`config.mk`:
```
export PLATFORM = sky130hd
export DESIGN_NAME = tl_vc_arbiter_sm
export DESIGN_NICKNAME = d
export VERILOG_FILES = /design/src/rtl/tl_vc_arbiter_sm.sv
export SDC_FILE = /design/constraint.sdc
export NUM_CORES = 1
export LEC_CHECK = 0
export BUFFER_PORTS_ARGS = -buffer_cell sky130_fd_sc_hd__buf_2
export CAP_MARGIN = 20
export CORE_MARGIN = 3
export CORE_UTILIZATION = 40
export CTS_BUF_LIST = sky130_fd_sc_hd__clkbuf_2 sky130_fd_sc_hd__clkbuf_4 sky130_fd_sc_hd__clkbuf_8
export CTS_CLUSTER_SIZE = 30
export DETAILED_ROUTE_END_ITERATION = 8
export GPL_TIMING_DRIVEN = 0
export PLACE_DENSITY_LB_ADDON = 0.05
export RECOVER_POWER = 25
export SYNTH_ARGS = -nofsm -noshare
export SYNTH_HDL_FRONTEND = slang
export SYNTH_SLANG_ARGS = --single-unit
```
`constraint.sdc`:
```
create_clock -name clk -period 2.75 [get_ports clk]
set_clock_uncertainty 0.2 [all_clocks]
set_input_delay 0.275 -clock clk [delete_from_list [all_inputs] [get_ports clk]]
set_output_delay 0.275 -clock clk [all_outputs]
set_load 0.02 [all_outputs]
```
`src/rtl/tl_vc_arbiter_sm.sv`:
```
// Main FSM and round-robin VC arbiter: configures the FIFO bank and moves one word per cycle.
// Build macro PRIO_Q0_EN: queue 0 gets strict priority, queues 1..3 share a round-robin.
module tl_vc_arbiter_sm #(
    parameter int DATA_W   = 10,
    parameter int NUM_Q    = 4,
    parameter int UMBRAL_W = 3
) (
    input  logic                    clk,
    input  logic                    reset_L,
    input  logic                    init,
    input  logic [UMBRAL_W-1:0]     umbral_sup_in,
    input  logic [UMBRAL_W-1:0]     umbral_inf_in,
    input  logic [NUM_Q-1:0]        in_empty,
    input  logic [NUM_Q*DATA_W-1:0] in_data,
    input  logic [NUM_Q-1:0]        out_almost_full,
    output logic [3:0]              state,
    output logic [UMBRAL_W-1:0]     umbral_superior,
    output logic [UMBRAL_W-1:0]     umbral_inferior,
    output logic [NUM_Q-1:0]        pop,
    output logic [NUM_Q-1:0]        push,
    output logic [DATA_W-1:0]       data_out,
    output logic                    idle
);
    localparam logic [3:0] ST_RESET  = 4'b0001;
    localparam logic [3:0] ST_INIT   = 4'b0010;
    localparam logic [3:0] ST_IDLE   = 4'b0100;
    localparam logic [3:0] ST_ACTIVE = 4'b1000;
    localparam int         QW        = 2;
`ifdef PRIO_Q0_EN
    localparam logic [QW-1:0] RR_RST = 2'd1;
`else
    localparam logic [QW-1:0] RR_RST = 2'd0;
`endif

    logic [QW-1:0]     rr_ptr_r;
    logic [QW-1:0]     pop_idx_r;
    logic [QW-1:0]     sel1_r;
    logic              v1_r;
    logic [3:0]        state_nxt_s;
    logic [NUM_Q-1:0]  req_s;
    logic [NUM_Q-1:0]  pop_nxt_s;
    logic [NUM_Q-1:0]  push_nxt_s;
    logic [QW:0]       pick_s;
    logic [QW-1:0]     grant_s;
    logic [QW-1:0]     rr_nxt_s;
    logic              grant_vld_s;
    logic              in_flight_s;
    logic              pop_ok_s;
    logic              idle_nxt_s;
    logic [DATA_W-1:0] rd_word_s;

    // Returns {found, index} of the first requesting queue starting at ptr.
    function automatic logic [QW:0] rr_pick(input logic [NUM_Q-1:0] req, input logic [QW-1:0] ptr);
        logic [QW:0]   res;
        logic [QW-1:0] idx;
        res = {1'b0, 2'd0};
`ifdef PRIO_Q0_EN
        idx = (ptr == 2'd0) ? 2'd1 : ptr;
        if (req[0]) begin
            res = {1'b1, 2'd0};
        end else begin
            for (int k = 0; k < NUM_Q - 1; k++) begin
                res = (!res[QW] && req[idx]) ? {1'b1, idx} : res;
                idx = (idx == 2'd3) ? 2'd1 : idx + 2'd1;
            end
        end
`else
        for (int k = 0; k < NUM_Q; k++) begin
            idx = ptr + k[QW-1:0];
            res = (!res[QW] && req[idx]) ? {1'b1, idx} : res;
        end
`endif
        return res;
    endfunction

    // Next-state, grant and pipeline decode.
    always_comb begin
        req_s       = ~in_empty;
        in_flight_s = (pop != '0) | v1_r;
        state_nxt_s = state;
        case (state)
            ST_RESET:  state_nxt_s = ST_INIT;
            ST_INIT:   state_nxt_s = init ? ST_INIT : ST_IDLE;
            ST_IDLE: begin
                if (init && !in_flight_s)       state_nxt_s = ST_INIT;
                else if (req_s != '0)           state_nxt_s = ST_ACTIVE;
                else                            state_nxt_s = ST_IDLE;
            end
            ST_ACTIVE: begin
                if (init && !in_flight_s)                    state_nxt_s = ST_INIT;
                else if ((req_s == '0) && !in_flight_s)      state_nxt_s = ST_IDLE;
                else                                         state_nxt_s = ST_ACTIVE;
            end
            default:   state_nxt_s = ST_RESET;
        endcase

        // Destination is unknown until the word is read, so any almost_full blocks all pops.
        pop_ok_s    = (state_nxt_s == ST_ACTIVE) && !init && (out_almost_full == '0);
        pick_s      = rr_pick(req_s, rr_ptr_r);
        grant_vld_s = pick_s[QW];
        grant_s     = pick_s[QW-1:0];
`ifdef PRIO_Q0_EN
        if (grant_s == 2'd0)      rr_nxt_s = rr_ptr_r;
        else if (grant_s == 2'd3) rr_nxt_s = 2'd1;
        else                      rr_nxt_s = grant_s + 2'd1;
`else
        rr_nxt_s = grant_s + 2'd1;
`endif

        case (sel1_r)
            2'd0:    rd_word_s = in_data[0*DATA_W +: DATA_W];
            2'd1:    rd_word_s = in_data[1*DATA_W +: DATA_W];
            2'd2:    rd_word_s = in_data[2*DATA_W +: DATA_W];
            2'd3:    rd_word_s = in_data[3*DATA_W +: DATA_W];
            default: rd_word_s = '0;
        endcase

        for (int i = 0; i < NUM_Q; i++) begin
            pop_nxt_s[i]  = pop_ok_s && grant_vld_s && (grant_s == i[QW-1:0]);
            push_nxt_s[i] = v1_r && (rd_word_s[DATA_W-1 -: QW] == i[QW-1:0]);
        end
        idle_nxt_s = (state_nxt_s == ST_IDLE) && !in_flight_s && (pop_nxt_s == '0);
    end

    // Registered outputs, two-stage pop-to-push pipeline and round-robin pointer.
    always_ff @(posedge clk) begin
        if (!reset_L) begin
            state           <= ST_RESET;
            pop             <= '0;
            push            <= '0;
            data_out        <= '0;
            umbral_superior <= '0;
            umbral_inferior <= '0;
            idle            <= 1'b0;
            rr_ptr_r        <= RR_RST;
            pop_idx_r       <= 2'd0;
            sel1_r          <= 2'd0;
            v1_r            <= 1'b0;
        end else begin
            state     <= state_nxt_s;
            pop       <= pop_nxt_s;
            push      <= push_nxt_s;
            idle      <= idle_nxt_s;
            v1_r      <= (pop != '0);
            sel1_r    <= pop_idx_r;
            pop_idx_r <= grant_s;
            if (v1_r) begin
                data_out <= rd_word_s;
            end else begin
                data_out <= data_out;
            end
            if (state == ST_INIT) begin
                umbral_superior <= umbral_sup_in;
                umbral_inferior <= umbral_inf_in;
            end else begin
                umbral_superior <= umbral_superior;
                umbral_inferior <= umbral_inferior;
            end
            if (pop_ok_s && grant_vld_s) begin
                rr_ptr_r <= rr_nxt_s;
            end else begin
                rr_ptr_r <= rr_ptr_r;
            end
        end
    end
endmodule
```
==> impl_metrics.yaml <==
finish:
  mostFrequentLayoutCells: "buf_2 (73), dfxtp_1 (36), nor2_1 (18), nand2_1 (18), clkbuf_1 (16)"
  drive_gt1_share_pct: 37.4
  antenna_cells: 0
  area.growth.synth_to_final_pct: 33.3
  final_common_cell: "buf_2"
  nets: 323
pwr:
  total_leakage_power_nw: 0.951
  p_per_area_nw_per_um2: 506
  ir_worst_vdd_uv: 216
sta:
  rsz0062_at_grt: "no"
  worst_slew_pin_slew_ns: 0.720
  hold_slack_ns: 0.0268
  max_freq_ghz: 0.484
  max_slew_margin_pct: 51.5
  fin_tns_setup_ns: 0
  finalCriticalPeriod_ns: 2.06
  drv_slew: 0
  setup_viol: 0
  hold_viol: 0
  fin_crit_sh_pct: 75.1
placed_design:
  gp_congestion: 0.710
  io_buffers: 85
  hpwl_um: 3240
clocking:
  cts_htree_levels: 2
  ctsHoldBuffers: 0
  post_cts_buffers: 0
  clk_pin_slew_ns: 0.06
  cts_tree: "built"
  cts.sinks: 36
  cts_buffers: 5
  clock_path_buffers: 2
  clockRootBuffer: "clkbuf_8"
  ctsResizeCount: 0
  clk_latency_ns: 0.28
logic_synthesis:
  netlist_instances: 170
  synth_top_family_by_area: "simple AND/OR/NAND/NOR gates"
  yosys_warnings: 0
  synth_top_area_share_pct: 42.3
  synthXorXnorAreaFrac_pct: 0.514
  synth_fa_ha_area_share_pct: 2.94
  synth_compound_area_share_pct: 10.9
  synth_top_area_cell: "dfxtp_1"
  synth-simple-area-share_pct: 20.6
  synthFlopType: "dfxtp_1"
  yosys_register_bits: 36
  synth.top_cells.by_area: "dfxtp_1 (42%), mux4_2 (13%), mux2i_1 (5.9%), nand2_1 (4.0%), nor2_1 (4.0%)"
  synth_nets: 231
  netlist-cell-type-count: 43
  synthMuxAreaShare_pct: 19.1
  syn-mean-instance-area_um2: 10.0
  synth_area_um2: 1700
  async_flop_share_pct: 0
  ys_seq_area_share_pct: 42.3
  synth-edff-count: 0
floorplanning:
  die_area_um2: 5080
  io_pins: 86
  chipHeight_um: 71.3
  num_rows: 23
  initial_utilization_pct: 42.0
  die_x_um: 71.3
  core_um2: 4060
routing:
  via_per_inst: 5.10
  wl_per_cell_um: 13.0
  drt_iter0_markers: 60
  vias: 1591
  drt_wl_total_um: 4070
  firstDrtPassIters: 4
  postRouteAntennaNets: 0
  drc_errors: 0
worst_setup_path:
  critPathTopFamily: "simple AND/OR/NAND/NOR gates"
  worstSetupPathType: "flop to flop"
  path_max_fanout: 5
  cp_data_arrival_time_ns: 2.01
  worst-path-buf-inv: 0
  crit_path_end_kind: "flop"
  cp_slowest_stage_delay_ns: 0.65
  cp-start-kind: "flop"
  slowest_stage: "nor4_1"
  crit_start: "pop[1]$_SDFF_PN0_"
  reg2reg_from: "pop[1]$_SDFF_PN0_"
  cp.required_ns: 2.69
  cp_cell_sequence: "nor4_1, and2_1, a2bb2oi_1, nor3_1"
outcome:
  status: "finished, final reports clean"
global_routing:
  grt_first_pass_wirelength_um: 6690
  grt_pass1_vias: 1492
  grt_antenna_before_repair: 0
  track_usage_pct: 16.4
  grt_max_degree: 11
  grt.overflow.total: 0
run:
  drv_cap: 0
worst_hold_path:
  holdCritStartpoint: "umbral_inf_in[0]"
  hold_class: "input pin to flop"
==> metrics by stage <==
step / power, mW / cell area [um2] / utilization [%] / std cells / setup WS, ns
finish: 1.15 / 2270 / 56.0 / 312 / 0.686
CTS: 1.17 / 2290 / 56.4 / 312 / 0.696
global route: 1.21 / 2270 / 56.0 / 312 / 0.514
detailed placement: 0.774 / 2190 / 54.0 / 305 / 0.718
global placement: 0.773 / 2190 / 54.0 / 305 / 0.685
floorplan: 0.695 / 1700 / - / 170 / 0.837
==> flip-flops by register name, summed over array words and instances, names as in the netlist <==
name and count:
state 4, push 4, pop 4, idle 1, v1_r 1, data_out 10, sel1_r 2, rr_ptr_r 2
pop_idx_r 2, umbral_superior 3, umbral_inferior 3
==> cell type report <==
type                    instances  area (um2)
plain buffers                   8        35.0
clock buffers                   7        96.3
fillers                       409        1790
inverters                       7        26.3
multi-input cells             119         922
flip-flops and latches         36         721
well taps                      50        62.6
repair buffers                 85         408
==> where the power goes <==
part | switching [mW] | internal (mW) | total, mW
clock network | 0.166 | 0.223 | 0.389
registers | 0.0160 | 0.540 | 0.556
logic | 0.111 | 0.0929 | 0.204
==> synthesized netlist by cell type (all sizes together) (2+ instances only) <==
| master | number |
|---|---|
| inv | 7 |
| nor2 | 18 |
| a22oi | 2 |
| ha | 4 |
| buf | 4 |
| nor2b | 2 |
| a21oi | 11 |
| nor3 | 6 |
| mux2i | 10 |
| nand2 | 18 |
| nand2b | 2 |
| o21ai | 3 |
| nor4 | 5 |
| clkbuf | 4 |
| dfxtp | 36 |
| or4b | 2 |
| nand3 | 4 |
| and2 | 4 |
| mux4 | 10 |
==> cell families (layout without fill, tap and decap cells) <==
kind of cell | after synthesis | after routing
flops | 36 | 36
compound gates | 27 | 27
fa+ha+maj | 4 | 4
mux | 20 | 20
simple gates | 67 | 67
buf+inv | 15 | 107
xor+xnor | 1 | 1
==> worst reg2reg max path, cell delays in order, from the launching register on <==
cell and delay [ns]:
dfxtp_1 0.31, nor4_1 0.65, and2_1 0.29, a2bb2oi_1 0.39, nor3_1 0.10
==> routing by layer <==
layer  GRT usage, %  routed length [um]
met5              0                   0
met4           5.64                  68
met1           21.8                1850
met3           4.91                 267
met2           25.5                1880
==> worst paths after layout <==
| check | cells past startpoint | slack [ns] | end |
|---|---|---|---|
| worst max-delay path | 4 | 0.69 | pop[1]$_SDFF_PN0_ |
| worst min-delay path | 3 | 0.03 | umbral_inferior[0]$_SDFFE_PN0N_ |
| worst max register to register | 4 | 0.69 | pop[1]$_SDFF_PN0_ |
| worst min register to register | 1 | 0.24 | sel1_r[1]$_SDFF_PN0_ |
Power figures use the tool's default switching activity.
